$ cat src/rtl/gba_bus_arbiter_pkg.sv
// Shared types for the GBA bus arbiter: bus word, memory regions,
// bus owner and the arbiter FSM state.
package types_pkg;

   typedef logic [31:0] word_t;

   typedef enum logic [3:0] {
      BIOS,
      EWRAM,
      IWRAM,
      IO,
      PAL,
      VRAM,
      OAM,
      ROM,
      SRAM,
      UNMAPPED
   } region_e;

   typedef enum logic {
      OWNER_CPU,
      OWNER_DMA
   } bus_owner_e;

   typedef enum logic [1:0] {
      ST_IDLE,
      ST_ACCESS,
      ST_DONE
   } arb_state_e;

endpackage

$ cat src/rtl/gba_bus_arbiter_if.sv
// Simple memory bus: addr, wdata, read_en, write_en toward the slave,
// rdata back. Master_side drives the request, Slave_side answers it.
interface Bus_if;
   import types_pkg::*;

   word_t addr;
   word_t wdata;
   word_t rdata;
   logic  read_en;
   logic  write_en;

   modport Master_side (
      output addr,
      output wdata,
      output read_en,
      output write_en,
      input  rdata
   );

   modport Slave_side (
      input  addr,
      input  wdata,
      input  read_en,
      input  write_en,
      output rdata
   );

endinterface

$ cat src/rtl/gba_bus_arbiter_region_decode.sv
// Region decode: maps addr[27:24] to a GBA memory region and its
// wait-state count. Ports: sel in, region out, wait_cnt out.
module gba_region_decode
   import types_pkg::*;
#(
   parameter int WS_BIOS  = 0,
   parameter int WS_EWRAM = 2,
   parameter int WS_IWRAM = 0,
   parameter int WS_ROM   = 4,
   parameter int WS_SRAM  = 4
)(
   input  logic [3:0] sel,
   output region_e    region,
   output logic [3:0] wait_cnt
);

   always_comb begin
      region = UNMAPPED;
      unique case (sel)
         4'h0:    region = BIOS;
         4'h2:    region = EWRAM;
         4'h3:    region = IWRAM;
         4'h4:    region = IO;
         4'h5:    region = PAL;
         4'h6:    region = VRAM;
         4'h7:    region = OAM;
         4'h8, 4'h9, 4'hA,
         4'hB, 4'hC, 4'hD:
                  region = ROM;
         4'hE:    region = SRAM;
         default: region = UNMAPPED;
      endcase
   end

   always_comb begin
      wait_cnt = 4'(WS_SRAM);
      unique case (region)
         BIOS:    wait_cnt = 4'(WS_BIOS);
         EWRAM:   wait_cnt = 4'(WS_EWRAM);
         IWRAM, IO, PAL, VRAM, OAM:
                  wait_cnt = 4'(WS_IWRAM);
         ROM:     wait_cnt = 4'(WS_ROM);
         default: wait_cnt = 4'(WS_SRAM);
      endcase
   end

endmodule

$ cat src/rtl/gba_bus_arbiter.sv
// CPU/DMA arbiter for the GBA system bus with per-region wait states.
// Ports: clk, reset (sync, active-high); cpu_bus, dma_bus (Slave_side)
// requesters; mem_bus (Master_side) to the MMU; cpu_ready, dma_ready
// one-cycle completion strobes; dma_lock keeps the bus with DMA.
// Macro GBA_BUS_ARB_WAITSTATE_EN enables region wait states; when
// undefined every access completes 2 cycles after grant.
module gba_bus_arbiter
   import types_pkg::*;
#(
   parameter int WS_BIOS  = 0,
   parameter int WS_EWRAM = 2,
   parameter int WS_IWRAM = 0,
   parameter int WS_ROM   = 4,
   parameter int WS_SRAM  = 4
)(
   input  logic       clk,
   input  logic       reset,
   Bus_if.Slave_side  cpu_bus,
   Bus_if.Slave_side  dma_bus,
   Bus_if.Master_side mem_bus,
   output logic       cpu_ready,
   output logic       dma_ready,
   input  logic       dma_lock
);

   arb_state_e state_q;
   arb_state_e state_d;
   bus_owner_e owner_q;
   word_t      addr_q;
   word_t      wdata_q;
   logic       wr_q;
   logic       lock_q;
   logic [3:0] wcnt_q;

   logic       cpu_pend;
   logic       dma_pend;
   logic       hold;
   logic       go;
   word_t      sel_addr;
   word_t      sel_wdata;
   logic       sel_wr;
   logic [3:0] sel_wcnt;

   assign cpu_pend = cpu_bus.read_en | cpu_bus.write_en;
   assign dma_pend = dma_bus.read_en | dma_bus.write_en;

   // A locked DMA burst keeps the CPU out even while DMA
   // briefly has no request between its accesses.
   assign hold = lock_q & dma_lock;
   assign go   = dma_pend | (cpu_pend & ~hold);

   assign sel_addr  = dma_pend ? dma_bus.addr  : cpu_bus.addr;
   assign sel_wdata = dma_pend ? dma_bus.wdata : cpu_bus.wdata;
   assign sel_wr    = dma_pend ? dma_bus.write_en
                               : cpu_bus.write_en;

`ifdef GBA_BUS_ARB_WAITSTATE_EN
   gba_region_decode #(
      .WS_BIOS  (WS_BIOS),
      .WS_EWRAM (WS_EWRAM),
      .WS_IWRAM (WS_IWRAM),
      .WS_ROM   (WS_ROM),
      .WS_SRAM  (WS_SRAM)
   ) u_decode (
      .sel      (sel_addr[27:24]),
      .region   (),
      .wait_cnt (sel_wcnt)
   );
`else
   assign sel_wcnt = 4'd0;
`endif

   always_ff @(posedge clk) begin
      if (reset) state_q <= ST_IDLE;
      else       state_q <= state_d;
   end

   always_comb begin
      state_d = state_q;
      unique case (state_q)
         ST_IDLE:   if (go) state_d = ST_ACCESS;
         ST_ACCESS: if (wcnt_q == 4'd0) state_d = ST_DONE;
         ST_DONE:   state_d = ST_IDLE;
         default:   state_d = ST_IDLE;
      endcase
   end

   always_ff @(posedge clk) begin
      if (reset) begin
         owner_q <= OWNER_CPU;
         addr_q  <= '0;
         wdata_q <= '0;
         wr_q    <= 1'b0;
         lock_q  <= 1'b0;
         wcnt_q  <= 4'd0;
      end else begin
         unique case (state_q)
            ST_IDLE: begin
               lock_q <= hold;
               if (go) begin
                  owner_q <= dma_pend ? OWNER_DMA : OWNER_CPU;
                  addr_q  <= sel_addr;
                  wdata_q <= sel_wdata;
                  wr_q    <= sel_wr;
                  wcnt_q  <= sel_wcnt;
                  lock_q  <= 1'b0;
               end
            end
            ST_ACCESS: begin
               if (wcnt_q != 4'd0) wcnt_q <= wcnt_q - 4'd1;
            end
            ST_DONE: begin
               lock_q <= (owner_q == OWNER_DMA) & dma_lock;
            end
            default: ;
         endcase
      end
   end

   // Outputs are gated by reset so an access cut short by reset
   // never shows a write or ready strobe.
   always_comb begin
      mem_bus.addr     = '0;
      mem_bus.wdata    = '0;
      mem_bus.read_en  = 1'b0;
      mem_bus.write_en = 1'b0;
      cpu_bus.rdata    = '0;
      dma_bus.rdata    = '0;
      cpu_ready        = 1'b0;
      dma_ready        = 1'b0;
      if (!reset && state_q != ST_IDLE) begin
         mem_bus.addr    = addr_q;
         mem_bus.wdata   = wdata_q;
         mem_bus.read_en = ~wr_q;
         if (state_q == ST_DONE) begin
            mem_bus.write_en = wr_q;
            if (owner_q == OWNER_DMA) begin
               dma_ready = 1'b1;
               if (!wr_q) dma_bus.rdata = mem_bus.rdata;
            end else begin
               cpu_ready = 1'b1;
               if (!wr_q) cpu_bus.rdata = mem_bus.rdata;
            end
         end
      end
   end

endmodule
$ cat src/flat_wrapper.sv
// flat-port wrapper written by rule: the top's interface ports become plain ports
module gba_bus_arbiter_flat import types_pkg::*;
#(
   parameter int WS_BIOS  = 0,
   parameter int WS_EWRAM = 2,
   parameter int WS_IWRAM = 0,
   parameter int WS_ROM   = 4,
   parameter int WS_SRAM  = 4
)
  (clk, reset, cpu_ready, dma_ready, dma_lock, cpu_bus_addr, cpu_bus_wdata, cpu_bus_read_en, cpu_bus_write_en, cpu_bus_rdata, dma_bus_addr, dma_bus_wdata, dma_bus_read_en, dma_bus_write_en, dma_bus_rdata, mem_bus_addr, mem_bus_wdata, mem_bus_read_en, mem_bus_write_en, mem_bus_rdata);
  Bus_if cpu_bus_i ();
  Bus_if dma_bus_i ();
  Bus_if mem_bus_i ();
  input  logic clk;
  input  logic reset;
  output logic cpu_ready;
  output logic dma_ready;
  input  logic dma_lock;
  input wire logic [$bits(cpu_bus_i.addr)-1:0] cpu_bus_addr;
  input wire logic [$bits(cpu_bus_i.wdata)-1:0] cpu_bus_wdata;
  input wire logic [$bits(cpu_bus_i.read_en)-1:0] cpu_bus_read_en;
  input wire logic [$bits(cpu_bus_i.write_en)-1:0] cpu_bus_write_en;
  output wire logic [$bits(cpu_bus_i.rdata)-1:0] cpu_bus_rdata;
  input wire logic [$bits(dma_bus_i.addr)-1:0] dma_bus_addr;
  input wire logic [$bits(dma_bus_i.wdata)-1:0] dma_bus_wdata;
  input wire logic [$bits(dma_bus_i.read_en)-1:0] dma_bus_read_en;
  input wire logic [$bits(dma_bus_i.write_en)-1:0] dma_bus_write_en;
  output wire logic [$bits(dma_bus_i.rdata)-1:0] dma_bus_rdata;
  output wire logic [$bits(mem_bus_i.addr)-1:0] mem_bus_addr;
  output wire logic [$bits(mem_bus_i.wdata)-1:0] mem_bus_wdata;
  output wire logic [$bits(mem_bus_i.read_en)-1:0] mem_bus_read_en;
  output wire logic [$bits(mem_bus_i.write_en)-1:0] mem_bus_write_en;
  input wire logic [$bits(mem_bus_i.rdata)-1:0] mem_bus_rdata;
  assign cpu_bus_i.addr = cpu_bus_addr;
  assign cpu_bus_i.wdata = cpu_bus_wdata;
  assign cpu_bus_i.read_en = cpu_bus_read_en;
  assign cpu_bus_i.write_en = cpu_bus_write_en;
  assign cpu_bus_rdata = cpu_bus_i.rdata;
  assign dma_bus_i.addr = dma_bus_addr;
  assign dma_bus_i.wdata = dma_bus_wdata;
  assign dma_bus_i.read_en = dma_bus_read_en;
  assign dma_bus_i.write_en = dma_bus_write_en;
  assign dma_bus_rdata = dma_bus_i.rdata;
  assign mem_bus_addr = mem_bus_i.addr;
  assign mem_bus_wdata = mem_bus_i.wdata;
  assign mem_bus_read_en = mem_bus_i.read_en;
  assign mem_bus_write_en = mem_bus_i.write_en;
  assign mem_bus_i.rdata = mem_bus_rdata;
  gba_bus_arbiter #(.WS_BIOS(WS_BIOS), .WS_EWRAM(WS_EWRAM), .WS_IWRAM(WS_IWRAM), .WS_ROM(WS_ROM), .WS_SRAM(WS_SRAM)) u_core (.clk(clk), .reset(reset), .cpu_bus(cpu_bus_i), .dma_bus(dma_bus_i), .mem_bus(mem_bus_i), .cpu_ready(cpu_ready), .dma_ready(dma_ready), .dma_lock(dma_lock));
endmodule
$ cat config.mk
export PLATFORM = sky130hd
export DESIGN_NAME = gba_bus_arbiter_flat
export DESIGN_NICKNAME = d
export VERILOG_FILES = /design/src/rtl/gba_bus_arbiter_pkg.sv /design/src/rtl/gba_bus_arbiter_if.sv /design/src/rtl/gba_bus_arbiter_region_decode.sv /design/src/rtl/gba_bus_arbiter.sv /design/src/flat_wrapper.sv
export SDC_FILE = /design/constraint.sdc
export NUM_CORES = 1
export LEC_CHECK = 0
export BUFFER_PORTS_ARGS = -buffer_cell sky130_fd_sc_hd__buf_2
export CAP_MARGIN = 20
export CORE_MARGIN = 8
export CORE_UTILIZATION = 31
export CTS_CLUSTER_SIZE = 24
export DETAILED_ROUTE_END_ITERATION = 7
export SYNTH_ARGS = -nofsm -noshare
export SYNTH_HDL_FRONTEND = slang
export SYNTH_SLANG_ARGS = --single-unit
$ cat constraint.sdc
create_clock -name clk -period 4.2 [get_ports clk]
set_input_delay 0.42 -clock clk [delete_from_list [all_inputs] [get_ports clk]]
set_output_delay 0.42 -clock clk [all_outputs]
set_load 0.01 [all_outputs]
==> out/qor_table.md, run 1 <==
| Result | This run | Unit |
| --- | --- | --- |
| Number of unique standard cell types used by synthesis | 34 | - |
| Via count of the first global-routing pass | 5599 | - |
| CP max FO | 70 | - |
| Worst supply voltage drop on vdd | 0.259 | mV |
| CP Data Arrival Time | 2340 | ps |
| Number of sinks handled by clock tree synthesis | 73 | - |
| Net switching fraction of the power | 0.348 | - |
| Core Rows | 47 | - |
| Number of warnings printed during yosys synthesis | 0 | - |
| Ranking of synthesized cells by area | dfxtp_1 (28%), mux2_1 (13%), or3b_2 (11%) | - |
| Hold violation count in the final report | 0 | - |
| Total global routing track utilization | 0.166 | - |
| Power per cell area | 452 | nW/um2 |
| Clock tree from TritonCTS | yes | - |
| Avg Synthesized Cell Area | 7.85 | um2 |
| Top-area cell type share of the netlist area | 0.277 | - |
| Switching pwr | 1.13 | mW |
| Type of the worst setup path | input port to primary output | - |
| Master of the slowest instance on the critical path | nand2_1 | - |
| Overall power consumption | 3.23 | mW |
| Grt total ovfl | 0 | - |
| Total of cells resized after clock tree synthesis | 0 | - |
| Iteration count of the initial detailed-routing pass | 4 | - |
| Core area | 16600 | um2 |
| Post-Syn Nets | 841 | - |
| Nature of the critical path startpoint | input port | - |
| Worst-case headroom to the max-slew limit | 0.332 | - |
| Synth async-reset ratio | 0 | - |
| Static power due to leakage | 3.51 | nW |
| Initial DRC count | 182 | - |
| Internal Pwr Total | 2.11 | mW |
| Setup TNS Final | 0 | ps |
| Critical path data required time | 3780 | ps |
| Number of inserted filler cells in the final layout | 1714 | - |
| Part of the cycle the worst path needs | 0.657 | - |
| Max-Cap Viols | 0 | - |
| Total number of H-tree levels | 3 | - |
| Final Routed Wirelength | 18.5 | mm |
| Weighted congestion at the end of routability-driven global placement | 0.774 | - |
| FF+latch count, synth | 73 | - |
| DIE WIDTH | 146 | um |
| Most used flip-flop cell after synthesis | dfxtp_1 | - |
| Nets | 1089 | - |
| Placed cell area | 6800 | um2 |
| HPWL after DPL | 13.6 | mm |
| Series of cell instances along the critical path | buf_4 -> nor3b_1 -> nand2_1 -> nor2_1 -> buf_2 | - |
| Global-route wire length before repair | 29.2 | mm |
| Ratio of cells with drive above 1 in the final layout | 0.424 | - |
| Buffer depth of the longest clock path | 2 | - |
| Vias after detailed routing | 5440 | - |
| Sequential fraction of design power | 0.318 | - |
| Clock share of power | 0.280 | - |
| Hold slack | 400 | ps |
| Tmin final | 2760 | ps |
| Path category of the worst min-delay check | input port to flop | - |
| Area growth from synthesis to layout | 35.7 | % |
| Detail-routed net length per standard cell | 16.2 | um |
| Measured slew at the worst slew-check pin | 1000 | ps |
| Worst-Skew Late Latency | 340 | ps |
| Final design instance area without fill | 7160 | um2 |
| Post-synthesis cell type with the largest combined area | dfxtp_1 | - |
| CP endpoint kind | primary output | - |
| Setup Skew | 10.1 | ps |
| Cell area after synthesis | 5280 | um2 |
| Number of I/O pins | 299 | - |
| Initial core utilization | 0.317 | - |
| Floorplan die height | 146 | um |
| Combinational group share of total power | 0.402 | - |
| CTS Root Cell | clkbuf_16 | - |
| DP Worst Slack | 1450 | ps |
| Cells after Synth | 672 | - |
| Largest net degree at the start of global routing | 105 | - |
| Count of unresolved DRC violations after routing | 0 | - |
| Pins Over Slew Limit | 0 | - |
| Number of buffers created by CTS | 9 | - |
| RSZ-0062 raised after global routing | false | - |
| Most frequent cell after synthesis | dfxtp_1 | - |
| Number of synthesized flops with an enable pin | 0 | - |
| Maximum cell stage delay along the critical path | 660 | ps |
| Number of I/O port buffers | 298 | - |
| Final worst-path setup slack | 1440 | ps |
| Post-CTS clock slew at the launch and capture registers of the worst setup and hold paths | 60 | ps |
| Max Clk Rate | 362 | MHz |
| # Post-CTS Setup Buffers | 0 | - |
| Number of diodes added for antenna fixing | 0 | - |
| Part of the Yosys area used for sequential elements | 0.277 | - |
| Final setup violation count | 0 | - |
| Antenna violation net count after detailed routing | 0 | - |
| Outcome | finished, final reports clean | - |
| Most frequent cells after synthesis | dfxtp_1 (73), a21oi_1 (67), and2_1 (67) | - |
| # hold bufs at CTS | 0 | - |
| DR vias/cell | 4.75 | - |
| Die area | 21500 | um2 |
| Antenna violations before repair | 0 | - |
## state kept, by name, indices dropped and copies added (netlist names)
name and cells:
u_core.wcnt_q 4, u_core.state_q 2, u_core.wr_q 1, u_core.lock_q 1, u_core.addr_q 32, u_core.wdata_q 32
u_core.owner_q 1
## power groups by stage
stage | sequential (mW) | combinational, mW | clock [mW]
2_1_floorplan | 0.975 | 1.02 | 0
3_3_place_gp | 1.04 | 1.31 | 0
3_5_place_dp | 1.04 | 1.32 | 0
4_1_cts | 1.03 | 1.33 | 0.934
5_1_grt | 1.06 | 1.44 | 0.959
6_report | 1.03 | 1.30 | 0.905
## cells by family (layout without fill, tap and decap cells)
family                   after synthesis  after routing  synth area share
AND/OR/NAND/NOR                      315            315             0.373
AO/OA/AOI/OAI                        144            144             0.145
flip-flops                            73             73             0.277
buffers and inverters                 73            326            0.0619
multiplexers                          65             65             0.138
adder cells (fa/ha/maj)                2              2           0.00474
## placed cells by master (no fill, tap or decap), types with 3 or more instances in the layout
cell type,count
a21oi_1,67
and2_1,67
buf_2,297
buf_4,5
bufinv_16,3
clkbuf_16,9
dfxtp_1,73
inv_1,6
mux2_1,60
mux2_2,4
nand2_1,3
nand2b_1,36
nor2_1,65
nor2b_1,65
nor3_1,4
nor3b_1,3
o21ai_0,66
or3b_2,66
## worst paths after layout
check	startpoint	slack (ps)	to	cells past startpoint
setup / recovery	reset	1440	dma_bus_rdata[10]	5
hold / removal	dma_lock	400	u_core.lock_q$_SDFFE_PP0P_	3
setup reg to reg	u_core.state_q[1]$_SDFFE_PP0P_	2440	u_core.wdata_q[24]$_SDFFE_PP0P_	4
hold reg to reg	u_core.owner_q$_SDFFE_PP0P_	500	u_core.owner_q$_SDFFE_PP0P_	2
## area by class of cell
cell class,instances,area [um2],area share
Clock buffer,10,229,0.0320
Timing Repair Buffer,304,1560,0.218
Clock inverter,6,115,0.0161
Sequential cell,73,1460,0.204
Inverter,6,22.5,0.00315
Multi-Input combinational cell,526,3500,0.488
Tap cell,220,275,0.0385
## worst max-delay path: cells and delay by family
family                 cells  cell delay, ps
AND/OR/NAND/NOR            3            1380
buffers and inverters      2             480
## through the flow
step / utilization / cells
after floorplan: - / 672
after global placement: 0.409 / 1128
after detailed placement: 0.409 / 1128
after CTS: 0.429 / 1144
after global routing: 0.430 / 1145
final: 0.430 / 1145
## layer usage
layer | GRT usage | up-vias | wire (um)
met2 | 0.287 | 214 | 8710
met5 | 0 | - | 0
li1 | - | 2763 | -
met1 | 0.178 | 2454 | 7760
met4 | 0.0376 | 0 | 133
met3 | 0.0850 | 9 | 1920
Power figures use the tool's default switching activity.
==> run 2: changes to the inputs <==
Settings changed: ABC_AREA from default to 1.
Clock period 4.2 ns to 2.7 ns, I/O delays scaled along.
==> out/qor_table.md, run 2 <==
| Result | This run | Unit |
| --- | --- | --- |
| Series of cell instances along the critical path | o21ai_4 -> buf_4 -> nor2_1 -> buf_2 | - |
| Global-route wire length before repair | 26.7 | mm |
| Number of diodes added for antenna fixing | 0 | - |
| Most frequent cells in the layout | buf_2 (298), nor2_1 (263), nand2_1 (175) | - |
| Cell type group with the largest total delay on the critical path | buffers and inverters | - |
| Worst-case headroom to the max-slew limit | 0.420 | - |
| Hold violation count in the final report | 0 | - |
| Net switching fraction of the power | 0.388 | - |
| Clock share of power | 0.275 | - |
| Complex-gate fraction of the synthesized area | 0.154 | - |
| Adder-cell share of the synthesized area | 0.00544 | - |
| Ranking of synthesized cells by area | dfxtp_1 (32%), nor2_1 (21%), nand2_1 (14%) | - |
| CP endpoint kind | primary output | - |
| Footprint of the multi-input gates | 2520 | um2 |
| Switching pwr | 1.77 | mW |
| Final worst-path setup slack | 359 | ps |
| Total of cells resized after clock tree synthesis | 0 | - |
| Worst-Skew Late Latency | 330 | ps |
| Number of inserted filler cells in the final layout | 1670 | - |
| Sequential fraction of design power | 0.344 | - |
| Setup TNS Final | 0 | ps |
| # Post-CTS Setup Buffers | 0 | - |
| Mux contribution to synthesized area | 0 | - |
| Combinational group share of total power | 0.382 | - |
| Part of the Yosys area used for sequential elements | 0.318 | - |
| Post-synthesis cell type with the largest combined area | dfxtp_1 | - |
| Main combinational cell family by area after synthesis | simple AND/OR/NAND/NOR gates | - |
| Outcome | finished, final reports clean | - |
| DP Worst Slack | 671 | ps |
| Master of the slowest instance on the critical path | o21ai_4 | - |
| Maximum cell stage delay along the critical path | 610 | ps |
| Total buffers and inverters traversed by the critical path | 2 | - |
| Ratio of cells with drive above 1 in the final layout | 0.312 | - |
| Area taken by flip-flops and latches | 1460 | um2 |
| Cells after Synth | 808 | - |
| Max-Cap Viols | 0 | - |
| Measured slew at the worst slew-check pin | 869 | ps |
| Largest net degree at the start of global routing | 58 | - |
| Most used flip-flop cell after synthesis | dfxtp_1 | - |
| Pins Over Slew Limit | 0 | - |
| Number of I/O pins | 299 | - |
| Most frequent standard cell in the layout excluding fill and tap cells | buf_2 | - |
| Power per cell area | 711 | nW/um2 |
| Placed cell area | 6110 | um2 |
| Initial core utilization | 0.317 | - |
| Type of the worst setup path | flop to primary output | - |
| Core area | 14500 | um2 |
| Global routing's busiest layer | met2 | - |
| Static power due to leakage | 3.64 | nW |
| Number of sinks handled by clock tree synthesis | 73 | - |
| Clock tree from TritonCTS | yes | - |
| Final setup violation count | 0 | - |
| Floorplan die height | 138 | um |
| Met3 demand-to-capacity share in global routing | 0.0525 | - |
| HPWL after DPL | 13.2 | mm |
| Initial DRC count | 215 | - |
| Number of buffers created by CTS | 9 | - |
| Detail-routed net length per standard cell | 13.7 | um |
| DR vias/cell | 4.46 | - |
| Synth async-reset ratio | 0 | - |
| Global-route met1 utilization | 0.210 | - |
| Buffer depth of the longest clock path | 2 | - |
| CP Data Arrival Time | 2070 | ps |
| Max Clk Rate | 427 | MHz |
| Part of the cycle the worst path needs | 0.867 | - |
| Most frequent cell after synthesis | nor2_1 | - |
| Post-Syn Nets | 977 | - |
| Xor/xnor cell area share of the yosys netlist | 0.00190 | - |
| Final design instance area without fill | 6420 | um2 |
| Cell area after synthesis | 4600 | um2 |
| Area share of and/or/nand/nor cells after synthesis | 0.385 | - |
| Count of unresolved DRC violations after routing | 0 | - |
| Via count of the first global-routing pass | 5313 | - |
| Antenna violation net count after detailed routing | 0 | - |
| Antenna violations before repair | 0 | - |
| Worst supply voltage drop on vdd | 0.352 | mV |
| CP max FO | 37 | - |
| Die area | 19000 | um2 |
| Number of I/O port buffers | 298 | - |
| Vias after detailed routing | 5621 | - |
| Top Registers | u_core.addr_q x32, u_core.wdata_q x32, u_core.wcnt_q x4 | - |
| # hold bufs at CTS | 0 | - |
| Nets | 1241 | - |
| Top-area cell type share of the netlist area | 0.318 | - |
| CTS Root Cell | clkbuf_16 | - |
| Overall power consumption | 4.57 | mW |
| Area growth from synthesis to layout | 39.7 | % |
| Number of warnings printed during yosys synthesis | 0 | - |
| Tmin final | 2340 | ps |
| Setup Skew | 8.59 | ps |
| Total global routing track utilization | 0.173 | - |
| Core Rows | 44 | - |
| FF+latch count, synth | 73 | - |
| Critical path data required time | 2430 | ps |
| DIE WIDTH | 138 | um |
| Grt total ovfl | 0 | - |
| Total number of H-tree levels | 3 | - |
| Avg Synthesized Cell Area | 5.69 | um2 |
| Final Routed Wirelength | 17.3 | mm |
| Number of synthesized flops with an enable pin | 0 | - |
| Global-route track usage on met2 | 0.294 | - |
| Internal Pwr Total | 2.79 | mW |
| Post-CTS clock slew at the launch and capture registers of the worst setup and hold paths | 50 | ps |
| Weighted congestion at the end of routability-driven global placement | 0.847 | - |
| RSZ-0062 raised after global routing | false | - |
| Nature of the critical path startpoint | flop | - |
| Iteration count of the initial detailed-routing pass | 5 | - |
| Most frequent cells after synthesis | nor2_1 (263), nand2_1 (175), o21ai_0 (92) | - |
| Number of unique standard cell types used by synthesis | 25 | - |
| Path category of the worst min-delay check | input port to flop | - |
run 2: metrics by stage:
step	std cells	hold slack (ps)	utilization
floorplan	808	339	-
global placement	1245	469	0.421
detailed placement	1245	479	0.421
CTS	1261	161	0.442
global route	1261	177	0.442
finish	1261	178	0.442
run 2: final cells by class:
| cell class | count | share of cell area |
|---|---|---|
| Clock buffer | 10 | 0.0356 |
| Clock inverter | 6 | 0.0129 |
| Inverter | 81 | 0.0473 |
| Multi-Input combinational cell | 597 | 0.393 |
| Sequential cell | 73 | 0.227 |
| Tap cell | 184 | 0.0358 |
| Timing Repair Buffer | 310 | 0.248 |
run 2: final timing paths:
kind              slack [ps]  cells past startpoint                      startpoint                            end
setup / recovery         360                      4  u_core.state_q[0]$_SDFFE_PP0P_                mem_bus_addr[8]
hold reg to reg          480                      2   u_core.wcnt_q[0]$_SDFFE_PP0P_  u_core.wcnt_q[0]$_SDFFE_PP0P_
hold / removal           180                      2                           reset  u_core.wcnt_q[2]$_SDFFE_PP0P_
setup reg to reg         950                      6  u_core.state_q[0]$_SDFFE_PP0P_       u_core.wr_q$_SDFFE_PP0P_
run 2: cells by family (layout without fill, tap and decap cells):
group                      after synthesis  in the layout
AOI/OAI and AO/OA                      139            139
xor gates and xnor gates                 1              1
adders and majority gates                2              2
buffers and inverters                  138            407
DFF                                     73             73
and+or+nand+nor                        455            455
run 2: power groups by stage:
stage	registers (mW)	clock network, mW	logic, mW
floorplan	1.54	0	1.30
global placement	1.59	0	1.76
detailed placement	1.59	0	1.77
CTS	1.57	1.29	1.78
global route	1.61	1.35	2.02
finish	1.57	1.25	1.74
run 2: per-layer routing:
metal / share of wire / up-vias / routed length (um)
li1: - / 2991 / -
met1: 0.41 / 2430 / 7120
met2: 0.48 / 185 / 8380
met3: 0.092 / 15 / 1600
met4: 0.011 / 0 / 198
met5: 0 / - / 0
==> run 3: changes to the inputs <==
Settings changed: BUFFER_PORTS_ARGS -buffer_cell sky130_fd_sc_hd__buf_2 to -buffer_cell sky130_fd_sc_hd__clkbuf_2, CORE_UTILIZATION 31 to 29.
==> out/qor_table.md, run 3 (synthesized netlist as in run 2, its figures left out) <==
| Result | This run | Unit |
| --- | --- | --- |
| Tmin final | 2220 | ps |
| Series of cell instances along the critical path | inv_1 -> nand2_1 -> nor2_1 -> clkbuf_2 | - |
| Core Rows | 46 | - |
| Total length of routed met2 wires | 8.12 | mm |
| Number of diodes added for antenna fixing | 0 | - |
| HPWL after DPL | 13.3 | mm |
| Worst-Skew Late Latency | 330 | ps |
| Detail-routed net length per standard cell | 13.7 | um |
| Initial DRC count | 179 | - |
| Via count of the first global-routing pass | 5590 | - |
| Type of the worst setup path | flop to primary output | - |
| Final setup violation count | 0 | - |
| Antenna violation net count after detailed routing | 0 | - |
| Weighted congestion at the end of routability-driven global placement | 0.963 | - |
| Critical path data required time | 2430 | ps |
| HP Start | reset | - |
| Iteration count of the initial detailed-routing pass | 6 | - |
| Top Registers | u_core.addr_q x32, u_core.wdata_q x32, u_core.wcnt_q x4 | - |
| Final design instance area without fill | 6470 | um2 |
| Capture point of the worst reg-to-reg path | u_core.addr_q[24]$_SDFFE_PP0P_ | - |
| Total number of H-tree levels | 3 | - |
| Total of cells resized after clock tree synthesis | 0 | - |
| Final Routed Wirelength | 17.7 | mm |
| Core area | 15700 | um2 |
| CP max FO | 31 | - |
| Cell type group with the largest total delay on the critical path | buffers and inverters | - |
| Total buffers and inverters traversed by the critical path | 2 | - |
| Buffer depth of the longest clock path | 2 | - |
| Worst-case register-to-register setup slack | 1130 | ps |
| R2R Path Start | u_core.state_q[0]$_SDFFE_PP0P_ | - |
| Number of inserted filler cells in the final layout | 1784 | - |
| Most frequent standard cell in the layout excluding fill and tap cells | clkbuf_2 | - |
| Part of the cycle the worst path needs | 0.824 | - |
| Area taken by flip-flops and latches | 1460 | um2 |
| Number of buffers created by CTS | 9 | - |
| CTS Root Cell | clkbuf_16 | - |
| Power per cell area | 704 | nW/um2 |
| Nets | 1240 | - |
| Outcome | finished, final reports clean | - |
| Grt total ovfl | 0 | - |
| Most frequent cells in the layout | clkbuf_2 (298), nor2_1 (263), nand2_1 (175) | - |
| Setup Skew | 6.15 | ps |
| Nature of the critical path startpoint | flop | - |
| Number of cells on the worst reg-to-reg path | 7 | - |
| Footprint of the multi-input gates | 2520 | um2 |
| Clock tree from TritonCTS | yes | - |
| # hold bufs at CTS | 0 | - |
| Number of I/O port buffers | 298 | - |
| # Post-CTS Setup Buffers | 0 | - |
| Global-route wire length before repair | 28.0 | mm |
| Post-CTS clock slew at the launch and capture registers of the worst setup and hold paths | 50 | ps |
| Setup TNS Final | 0 | ps |
| Worst-case headroom to the max-slew limit | 0.406 | - |
| DIE WIDTH | 142 | um |
| Met1 routed wirelength after detailed routing | 7.57 | mm |
| RSZ-0062 raised after global routing | false | - |
| Pins Over Slew Limit | 0 | - |
| WHS Path Cells | 2 | - |
| Max Clk Rate | 450 | MHz |
| Ratio of cells with drive above 1 in the final layout | 0.310 | - |
| Area growth from synthesis to layout | 40.6 | % |
| Maximum cell stage delay along the critical path | 680 | ps |
| Antenna violations before repair | 0 | - |
| Path category of the worst min-delay check | input port to flop | - |
| Die area | 20200 | um2 |
| Largest net degree at the start of global routing | 63 | - |
| Total global routing track utilization | 0.172 | - |
| Hold violation count in the final report | 0 | - |
| Placed cell area | 6170 | um2 |
| DR vias/cell | 4.39 | - |
| Number of sinks handled by clock tree synthesis | 73 | - |
| Max-Cap Viols | 0 | - |
| CP endpoint kind | primary output | - |
| Endpoint of the worst hold path | u_core.wcnt_q[2]$_SDFFE_PP0P_ | - |
| Number of I/O pins | 299 | - |
| Count of unresolved DRC violations after routing | 0 | - |
| Worst supply voltage drop on vdd | 0.300 | mV |
| Critical Path Start | u_core.wr_q$_SDFFE_PP0P_ | - |
| Initial core utilization | 0.293 | - |
| Master of the slowest instance on the critical path | inv_1 | - |
| CP Data Arrival Time | 1950 | ps |
| Wire length on met3 | 1.68 | mm |
| Floorplan die height | 142 | um |
| Uppermost layer routed | met4 | - |
| Vias after detailed routing | 5670 | - |
| Static power due to leakage | 3.55 | nW |
| Measured slew at the worst slew-check pin | 890 | ps |
## run 3: changes by cell type in the layout (fill, tap and decap cells not counted)
cell       previous run  this run
buf_12                1         3
buf_2               298         0
buf_4                11         8
bufinv_16             2         1
clkbuf_1              1         2
clkbuf_2              0       298
clkbuf_8              0         2
clkinv_2              3         0
## run 3: metal layers
layer  vias to the layer above  GRT usage
li1                       2990          -
met2                       222      0.286
met3                        28     0.0604
met5                         -          0
met1                      2430      0.200
met4                         0     0.0622
## run 3: area by class of cell
type / count / share of cell area
Clock buffer: 13 / 0.0402
Clock inverter: 2 / 0.00580
Inverter: 81 / 0.0470
Multi-Input combinational cell: 597 / 0.390
Sequential cell: 73 / 0.226
Tap cell: 216 / 0.0418
Timing Repair Buffer: 309 / 0.249
## run 3: power by group
| group | internal (mW) | leakage (nW) | switching, mW |
|---|---|---|---|
| clock network | 0.761 | 0.142 | 0.429 |
| registers | 1.39 | 0.607 | 0.182 |
| logic | 0.627 | 2.80 | 1.16 |
## run 3: worst max path at each step
stage	endpoint	cells after the start
finish	cpu_bus_rdata[14]	4
global route	cpu_bus_rdata[20]	4
CTS	cpu_bus_rdata[14]	4
detailed placement	cpu_bus_rdata[14]	4
global placement	cpu_bus_rdata[14]	4
floorplan	dma_bus_rdata[22]	5
## run 3: through the flow
step                      worst slack [ps]  power, mW  utilization  hold WS, ps  instances
after detailed placement               832       3.40        0.393          472       1276
after floorplan                       1340       2.84            -          339        808
final                                  476       4.55        0.412          215       1291
after global routing                   300       4.96        0.412          213       1291
after global placement                 837       3.39        0.393          471       1276
after CTS                              461       4.62        0.412          202       1291
